`src/rtl/change_dispenser.sv`:
```
// Change dispenser: converts a BCD change amount into nickels and pays it out
// greedily from quarter/dime/nickel hoppers, one acknowledged coin at a time.
module change_dispenser #(
  parameter int         PULSE_CYCLES = 4,
  parameter int         GAP_CYCLES   = 2,
  parameter logic [7:0] TIMEOUT      = 8'd255
) (
  input  logic       clk,
  input  logic       reset_n,
  input  logic       change_valid,
  input  logic [7:0] change_amt,
  output logic       change_ready,
  input  logic [2:0] hopper_empty,
  input  logic       hopper_ack,
  output logic [2:0] coin_eject,
  output logic [7:0] remaining,
  output logic       done,
  output logic       error
);

  localparam logic [2:0] IDLE     = 3'd0;
  localparam logic [2:0] SELECT   = 3'd1;
  localparam logic [2:0] EJECT    = 3'd2;
  localparam logic [2:0] WAIT_ACK = 3'd3;
  localparam logic [2:0] GAP      = 3'd4;
  localparam logic [2:0] DONE     = 3'd5;
  localparam logic [2:0] FAULT    = 3'd6;

  localparam logic [7:0] PULSE_LAST = 8'(PULSE_CYCLES - 1);
  localparam logic [7:0] GAP_LAST   = 8'(GAP_CYCLES - 1);
  localparam logic [7:0] TMO_LAST   = TIMEOUT - 8'd1;

  logic [2:0] state_r, state_s;
  logic [7:0] cnt_r, cnt_s;
  logic [4:0] nick_r, nick_s;
  logic [2:0] denom_r, denom_s;
  logic       error_r, error_s;
  logic       ready_r, done_r;
  logic [2:0] coin_eject_r;
  logic [7:0] remaining_r;
  logic       accept_s;

  function automatic logic amt_legal(input logic [7:0] amt);
    return (amt[7:4] <= 4'd9) && ((amt[3:0] == 4'd0) || (amt[3:0] == 4'd5));
  endfunction

  function automatic logic [4:0] to_nick(input logic [7:0] amt);
    return {amt[7:4], 1'b0} + {4'b0000, (amt[3:0] == 4'd5)};
  endfunction

  // n nickels = n*5 cents, so tens = n/2 and ones = 5 when n is odd
  function automatic logic [7:0] to_bcd(input logic [4:0] n);
    return {n[4:1], (n[0] ? 4'd5 : 4'd0)};
  endfunction

  function automatic logic [4:0] denom_val(input logic [2:0] d);
    case (d)
      3'b001:  return 5'd1;
      3'b010:  return 5'd2;
      3'b100:  return 5'd5;
      default: return 5'd0;
    endcase
  endfunction

  assign accept_s = change_valid & ready_r;

  // Next-state, counter, coin-count and error computation
  always_comb begin
    state_s = state_r;
    cnt_s   = cnt_r;
    nick_s  = nick_r;
    denom_s = denom_r;
    error_s = error_r;
    case (state_r)
      IDLE: begin
        if (accept_s) begin
          error_s = 1'b0;
          cnt_s   = 8'd0;
          if (!amt_legal(change_amt)) begin
            nick_s  = 5'd0;
            state_s = FAULT;
          end else begin
            nick_s  = to_nick(change_amt);
            state_s = (to_nick(change_amt) == 5'd0) ? DONE : SELECT;
          end
        end else begin
          state_s = IDLE;
        end
      end
      SELECT: begin
        cnt_s = 8'd0;
        if ((nick_r >= 5'd5) && !hopper_empty[2]) begin
          denom_s = 3'b100;
          state_s = EJECT;
        end else if ((nick_r >= 5'd2) && !hopper_empty[1]) begin
          denom_s = 3'b010;
          state_s = EJECT;
        end else if ((nick_r >= 5'd1) && !hopper_empty[0]) begin
          denom_s = 3'b001;
          state_s = EJECT;
        end else begin
          state_s = FAULT;
        end
      end
      EJECT: begin
        if (cnt_r == PULSE_LAST) begin
          cnt_s   = 8'd0;
          state_s = WAIT_ACK;
        end else begin
          cnt_s = cnt_r + 8'd1;
        end
      end
      WAIT_ACK: begin
        // an ack in the final waiting cycle still beats the timeout
        if (hopper_ack) begin
          nick_s  = nick_r - denom_val(denom_r);
          cnt_s   = 8'd0;
          state_s = (nick_s == 5'd0) ? DONE : GAP;
        end else if (cnt_r == TMO_LAST) begin
          cnt_s   = 8'd0;
          state_s = FAULT;
        end else begin
          cnt_s = cnt_r + 8'd1;
        end
      end
      GAP: begin
        if (cnt_r == GAP_LAST) begin
          cnt_s   = 8'd0;
          state_s = SELECT;
        end else begin
          cnt_s = cnt_r + 8'd1;
        end
      end
      DONE:    state_s = IDLE;
      FAULT:   state_s = IDLE;
      default: state_s = IDLE;
    endcase
    if (state_s == FAULT) begin
      error_s = 1'b1;
    end else begin
      error_s = error_s;
    end
  end

  // State and registered output update
  always_ff @(posedge clk or negedge reset_n) begin
    if (!reset_n) begin
      state_r      <= IDLE;
      cnt_r        <= 8'd0;
      nick_r       <= 5'd0;
      denom_r      <= 3'b000;
      error_r      <= 1'b0;
      ready_r      <= 1'b1;
      done_r       <= 1'b0;
      coin_eject_r <= 3'b000;
      remaining_r  <= 8'h00;
    end else begin
      state_r      <= state_s;
      cnt_r        <= cnt_s;
      nick_r       <= nick_s;
      denom_r      <= denom_s;
      error_r      <= error_s;
      ready_r      <= (state_s == IDLE);
      done_r       <= (state_s == DONE) || (state_s == FAULT);
      coin_eject_r <= (state_s == EJECT) ? denom_s : 3'b000;
      remaining_r  <= to_bcd(nick_s);
    end
  end

  assign change_ready = ready_r;
  assign coin_eject   = coin_eject_r;
  assign remaining    = remaining_r;
  assign done         = done_r;
  assign error        = error_r;

endmodule

```
`config.mk`:
```
export PLATFORM = sky130hd
export DESIGN_NAME = change_dispenser
export DESIGN_NICKNAME = d
export VERILOG_FILES = /design/src/rtl/change_dispenser.sv
export SDC_FILE = /design/constraint.sdc
export NUM_CORES = 1
export LEC_CHECK = 0
export CAP_MARGIN = 15
export CORE_ASPECT_RATIO = 1.75
export CORE_MARGIN = 2
export CORE_UTILIZATION = 48
export CTS_CLUSTER_DIAMETER = 80
export DETAILED_ROUTE_END_ITERATION = 7
export PLACE_DENSITY = 0.76
export SLEW_MARGIN = 20
export SYNTH_ARGS = -nofsm -noshare
export SYNTH_HDL_FRONTEND = slang
export SYNTH_SLANG_ARGS = --single-unit
export TNS_END_PERCENT = 30
```
`constraint.sdc`:
```
create_clock -name clk -period 2.8 [get_ports clk]
set_clock_uncertainty 0.2 [all_clocks]
set_input_delay 0.56 -clock clk [delete_from_list [all_inputs] [get_ports clk]]
set_output_delay 0.56 -clock clk [all_outputs]
set_load 0.05 [all_outputs]
```
After elaboration in Yosys (flattened, before gate mapping)

Index checks and enable logic that the tools add are counted.

Flip-flop bits (word level): 33
Input bits: 15
Output and inout port bits: 14
Word-level logic and storage cells: 85

Add/sub/neg operators: 3
Magnitude comparators: 4
Equal/unequal tests: 15
Mux-type cells: 34
Bitwise gates (word level): 1
Reductions and logical operators: 19

Operator list:

| operator              | count |
|---|---|
| $mux W3               | 16 |
| $mux W8               | 5 |
| $pmux W8 S5           | 1 |
| $mux W5               | 5 |
| $pmux W3 S5           | 1 |
| $eq A3 B2 Y1 const B  | 4 |
| $eq A3 B3 Y1 const B  | 4 |
| $logic_not A5 Y1      | 2 |
| $pmux W5 S2           | 1 |
| $pmux W3 S3           | 1 |
| $add A8 B1 Y8 const B | 1 |
| $eq A8 B1 Y1 const B  | 1 |
| $eq A8 B2 Y1 const B  | 1 |
| $eq A8 B8 Y1 const B  | 1 |
| $eq A3 B1 Y1 const B  | 2 |
| $logic_not A3 Y1      | 2 |
| $add A5 B1 Y5         | 1 |
| $ge A5 B1 Y1 const B  | 1 |
| $ge A5 B2 Y1 const B  | 1 |
| $ge A5 B3 Y1 const B  | 1 |
| $reduce_bool A5 Y1    | 1 |
| $sub A5 B5 Y5         | 1 |
| $eq A4 B3 Y1 const B  | 1 |
| $le A4 B4 Y1 const B  | 1 |
| other kinds (9)       | 20 |

Depth between registers and ports, before layout

Gate-level depths: netlist of run 1.

Depth after elaboration: 12
Gate-level depth with buffers: 9
Mapped depth without buffers: 9

Worst setup path after synthesis of run 1

OpenSTA, ideal clock, no wires.

Kind: register to register
From: reg with a tool-made name
To: reg cnt_r[2]
Setup time: 0.136 ns
Arrival time: 2.594 ns
Required time: 2.464 ns
Path slack: -0.130 ns
Cell stages (with the launch flop): 9
Path buffers: 0
Clock period less this slack: 2.930 ns
Cells stage by stage: dfrtp_1 -> inv_1 -> ha_1 -> fa_1 -> xor2_1 -> nand3_1 -> or4_4 -> o21ai_4 -> o311ai_2

RTL lines:

| element                | line | text |
|---|---|---|
| end signal: assignment | 159  | `cnt_r <= cnt_s;` |
| end: declaration       | 34   | `logic [7:0] cnt_r, cnt_s;` |

==> results of run 1 <==
==> final timing paths <==
check,start,cells after the start,to
min in group asynchronous,reset_n,2,asynchronous set/reset pin
min,error$_DFFE_PN0P_,2,error$_DFFE_PN0P_
max reg2reg,denom_r[0]$_DFF_PN0_,9,cnt_r[2]$_DFFE_PN0P_
max in group asynchronous,reset_n,2,change_ready$_DFF_PN1_
min reg2reg,error$_DFFE_PN0P_,2,error$_DFFE_PN0P_
max,denom_r[0]$_DFF_PN0_,9,cnt_r[2]$_DFFE_PN0P_
==> synth_stat cells, types with 4 or more instances <==
library cell and count:
nor2_1 12, ha_1 6, dfrtp_1 24, o21ai_0 13, and3_1 4, a21oi_1 6
inv_1 16, nand2_1 10, nand3_1 13, o31ai_1 6, nand3b_1 4
==> per-stage QoR <==
stage                     setup WS [ns]  TNS [ns]  hold slack, ns  std cells  utilization [%]
after floorplan                  0.0284         0          0.0644        177                -
after global placement          -0.0385    -0.166           0.269        248             59.6
after detailed placement         -0.125     -1.12           0.281        248             59.6
after CTS                        0.0174         0           0.301        258             62.5
after global routing            -0.0462    -0.147           0.359        258             63.0
final                            0.0600         0           0.302        258             63.0
==> timing repair <==
item / 4_1_cts / 5_1_grt
endpoints found under the hold margin: 0 / 0
hold buffers: 0 / 0
pin swaps: 3 / 0
endpoints found under the setup margin: 15 / 12
cloned: 0 / 0
setup buffers: 6 / 0
gates resized for setup: 5 / 3
==> worst max-delay path, stage by stage, from the launching register on <==
cell and delay [ns]:
dfrtp_1 0.41, or3b_4 0.41, inv_2 0.07, fa_2 0.22, nor2b_2 0.05, o31a_1 0.25, or4_4 0.57, o21ai_4 0.19
buf_4 0.15, o311ai_2 0.09
==> kinds of logic (layout without fill, tap and decap cells) <==
group	Yosys count	after routing	synth area share (%)
AND/OR/NAND/NOR	68	68	25.7
AO/OA/AOI/OAI	50	50	23.9
flip-flops	25	25	36.7
buffers and inverters	21	57	5.87
adder cells (fa/ha/maj)	7	7	5.57
XOR/XNOR	4	4	2.05
other	1	2	0.220
==> cells in the final DEF (no fill, tap or decap), drive strengths merged, types with 4 or more instances in the layout <==
| master | count |
|---|---|
| and3 | 6 |
| buf | 10 |
| o31ai | 6 |
| inv | 17 |
| o211ai | 4 |
| dfrtp | 24 |
| nor2 | 12 |
| clkdlybuf4s50 | 26 |
| nand2 | 10 |
| ha | 6 |
| nand3 | 13 |
| nand3b | 5 |
| a21oi | 6 |
| o21ai | 14 |
==> layer usage <==
| layer | wire [um] | vias up |
|---|---|---|
| li1 | - | 718 |
| met1 | 1520 | 729 |
| met2 | 2360 | 36 |
| met3 | 119 | 11 |
| met4 | 78 | 0 |
| met5 | 0 | - |
==> cell type report <==
class | instances | area share, %
Timing Repair Buffer | 36 | 15.7
Clock buffer | 3 | 1.93
Inverter | 17 | 3.10
Multi-Input combinational cell | 131 | 46.9
Tap cell | 45 | 2.63
Sequential cell | 25 | 29.4
Clock inverter | 1 | 0.351
==> power by group through the flow <==
stage          Clock [mW]  Sequential, mW  Combinational, mW
2_1_floorplan           0           0.758              0.976
3_3_place_gp            0           0.618               1.48
3_5_place_dp            0           0.627               1.52
4_1_cts             0.226           0.619               1.64
5_1_grt             0.245           0.647               1.82
6_report            0.223           0.624               1.67
==> results.cfg, run 1 <==
[status]
status = finished, final reports clean

[sta]
fmax_mhz = 365
finalSetupViolations = 0
worst_pin_slew_ns = 0.760
layout_min_cycle_time_ns = 2.74
final_hold_viol_count = 0
rsz0062_at_grt = yes
finalMaxSlewViolations = 0
period_share_pct = 97.9
max_slew_margin_pct = 49.2

[clock_network]
cts_buffer_depth = 2
cts-buffers-inserted = 3
path_clk_slew_ns = 0.09
cts_tree = built
cts_sinks = 25
cts_root_buf = clkbuf_8
clk_latency_ns = 0.27
htree_levels = 1

[critical_path]
end_kind = flop
reg2reg_slack_ns = 0.06
startpoint_type = flop
crit_required_ns = 2.76
arrival_ns = 2.70
path_class = flop to flop
path_max_fanout = 4

[yosys]
yosysWarnings = 0
synth_top_flop_cell = dfrtp_1
syn_area_mm2 = 0.00171
yosys.area.top_type_share_pct = 35.2
synth_area_leader_cell = dfrtp_1
synth-edff-count = 0
synth.avg_cell_area_um2 = 9.70
synthCells = 176
ys_async_sr_fraction_pct = 100
yosysUniqueCellTypes = 60
synth_top_cells_by_area = dfrtp_1, ha_1, nand3_1, o21ai_0, inv_1
ys_seq_area_share_pct = 36.7
synth_seq_cells = 25

[power_and_ir_drop]
p_total_mw = 2.52
p_int_mw = 1.29
p_per_area_mw_per_mm2 = 1180
p_sw_mw = 1.23
p_sw_share_pct = 48.8
peakVddDrop_v = 0.000783
seqPwrFrac_pct = 24.8
clkPwrFrac_pct = 8.8
power_frac_comb_pct = 66.4
power.leakage_nw = 0.910

[detailed_routing]
first_pass_iters = 4
drt_iter0_drc = 46
viasPerCell = 5.79
drtAntennaViolNets = 0
routed-via-count = 1494
drc = 0
drt_wl_total_um = 4080
wl_per_cell_um = 15.8

[place]
dp_hpwl_um = 3120
gp_congestion = 0.808
placed_area_mm2 = 0.00203
numPortBuffers = 26

[floorplanning]
dieArea_mm2 = 0.00407
fp.dieW_um = 49.1
core_area_mm2 = 0.00340
die_h_um = 82.9
initial_core_util_pct = 50.2
num_io_pins = 29
row_count = 28

[grt]
track_usage_pct = 21.7
grt_max_degree = 26
overflow = 0
globalRoute.busiestLayer = met2
grtUsageMet2_pct = 41.3
grt_use_met1_pct = 23.6
grt_pass1_wl_um = 7090
met3_usage_pct = 3.06
antenna_found_initial = 0
grt_pass1_vias = 1558

[finish]
n_fill_cell = 313
drive_gt1_share_pct = 19.2
ff_latch_area_um2 = 629
n_antenna_cell = 0
fin_area_mm2 = 0.00214
multiInputGateArea_mm2 = 0.00100
synthToLayoutAreaGrowth_pct = 25.4
nets = 236

[job]
drv_cap = 0

[worst_hold_path]
hold_path.class = flop to flop
Note: power is estimated with default switching activity, not from simulation.
==> inputs of run 2 (changes only) <==
==> constraint.sdc (replaced) <==
create_clock -name clk -period 2.8 [get_ports clk]
set_clock_uncertainty 0.2 [all_clocks]
set_input_delay 0.56 -clock clk [delete_from_list [all_inputs] [get_ports clk]]
set_output_delay 0.56 -clock clk [all_outputs]
set_load 0.01 [all_outputs]
==> results.cfg, run 2 (synthesized netlist as in run 1, its figures left out) <==
[status]
status = finished, final reports clean

[grt]
grt_use_met1_pct = 22.5
grt_max_degree = 26
grt_pass1_wl_um = 7450
met3_usage_pct = 2.34
globalRoute.busiestLayer = met2
antenna_found_initial = 0
track_usage_pct = 23.1
grt_pass1_vias = 1631
overflow = 0
grtUsageMet2_pct = 45.0

[floorplanning]
fp.dieW_um = 49.1
row_count = 28
dieArea_mm2 = 0.00407
num_io_pins = 29
initial_core_util_pct = 50.2
die_h_um = 82.9
core_area_mm2 = 0.00340

[clock_network]
cts-buffers-inserted = 3
cts_tree = built
cts_root_buf = clkbuf_8
path_clk_slew_ns = 0.09
clk_latency_ns = 0.28
cts_buffer_depth = 2
htree_levels = 1
cts_sinks = 25

[detailed_routing]
first_pass_iters = 4
wl_per_cell_um = 17.1
drtAntennaViolNets = 0
routed-via-count = 1522
viasPerCell = 5.97
drt_iter0_drc = 54
drc = 0
drt_wl_total_um = 4350

[place]
numPortBuffers = 26
placed_area_mm2 = 0.00203
dp_hpwl_um = 3400
gp_congestion = 0.862

[sta]
finalSetupViolations = 0
worst_pin_slew_ns = 0.707
whs_ns = 0.317
finalMaxSlewViolations = 0
layout_min_cycle_time_ns = 2.73
setup_tns_ns = 0
fmax_mhz = 366
final_hold_viol_count = 0
max_slew_margin_pct = 52.7
rsz0062_at_grt = yes
period_share_pct = 97.6

[power_and_ir_drop]
p_per_area_mw_per_mm2 = 1120
p_total_mw = 2.37
peakVddDrop_v = 0.000799
power.leakage_nw = 0.902

[finish]
final_cell_mix = clkdlybuf4s50_1, dfrtp_1, inv_1
nets = 233
n_fill_cell = 315
ff_latch_area_um2 = 627
drive_gt1_share_pct = 17.1
layout_commonest_cell = clkdlybuf4s50_1
multiInputGateArea_mm2 = 0.00101
synthToLayoutAreaGrowth_pct = 23.7
fin_area_mm2 = 0.00211
n_antenna_cell = 0

[critical_path]
end_kind = flop
timing.rr.end = done$_DFF_PN0_
crit-reg2reg-launch = denom_r[0]$_DFF_PN0_
startpoint_type = flop
path_class = flop to flop
path_max_fanout = 5
crit_required_ns = 2.75
r2r_cells = 8
arrival_ns = 2.69
reg2reg_slack_ns = 0.07

[job]
drv_cap = 0

[worst_hold_path]
min_from = error$_DFFE_PN0P_
holdPathEnd = error$_DFFE_PN0P_
hold_path.class = flop to flop
holdPathStages = 2
-- run 2: changes by cell type in the layout (fill, tap and decap cells not counted) --
cell and delta:
o21ai_2 +1, buf_4 -4, xnor2_1 -1, xnor2_2 +1
o21ai_1 -1, dfrtp_1 +2, dfrtp_2 -2, ha_1 +1
ha_4 -1, o21ai_0 +1
-- run 2: timing repair --
item,CTS,global route
setup buffers,1,0
resized for setup,3,2
cloned,1,0
endpoints found under the setup margin,13,12
hold endpoints to repair,0,0
pin swaps,5,2
hold buffers,0,0
-- run 2: final cells by class --
class	instances	area share [%]
Multi-Input combinational cell	132	47.7
Sequential cell	25	29.7
Timing Repair Buffer	32	14.5
Inverter	17	3.14
Tap cell	45	2.67
Clock buffer	3	1.96
Clock inverter	1	0.356
-- run 2: critical path, cell delays in order (launching register included) --
cell and delay (ns):
dfrtp_1 0.42, or3b_4 0.42, inv_2 0.07, fa_2 0.21, nor2b_2 0.05, o31a_1 0.25
or4_4 0.58, o211ai_4 0.28, a31oi_1 0.12
-- run 2: how the worst max path moves through the flow --
stage	start	endpoint	slack, ns	cells after the start
floorplan	denom_r[0]$_DFF_PN0_	cnt_r[2]$_DFFE_PN0P_	0.09	9
global route	denom_r[0]$_DFF_PN0_	done$_DFF_PN0_	-0.02	9
finish	denom_r[0]$_DFF_PN0_	done$_DFF_PN0_	0.07	8
global placement	denom_r[0]$_DFF_PN0_	cnt_r[2]$_DFFE_PN0P_	-0.03	9
CTS	denom_r[0]$_DFF_PN0_	done$_DFF_PN0_	0.03	9
detailed placement	denom_r[0]$_DFF_PN0_	cnt_r[7]$_DFFE_PN0P_	-0.11	9
-- run 2: metal layers --
layer | wire length, um | share of wire (%)
met1 | 1510 | 35
met2 | 2590 | 60
met3 | 116 | 2.7
met4 | 129 | 3.0
met5 | 0 | 0
-- run 2: metrics by stage --
step           util, %  instances  setup slack [ns]
2_1_floorplan        -        177            0.0936
3_3_place_gp      59.8        249           -0.0314
3_5_place_dp      59.8        249            -0.112
4_1_cts           61.8        255            0.0283
5_1_grt           62.1        255           -0.0190
6_report          62.1        255            0.0670
-- run 2: power by group --
group / internal, mW / switching, mW / leakage, nW / total (mW)
Sequential: 0.479 / 0.135 / 0.335 / 0.614
Combinational: 0.688 / 0.840 / 0.545 / 1.53
Clock: 0.101 / 0.127 / 0.0217 / 0.228
Total: 1.27 / 1.10 / 0.902 / 2.37
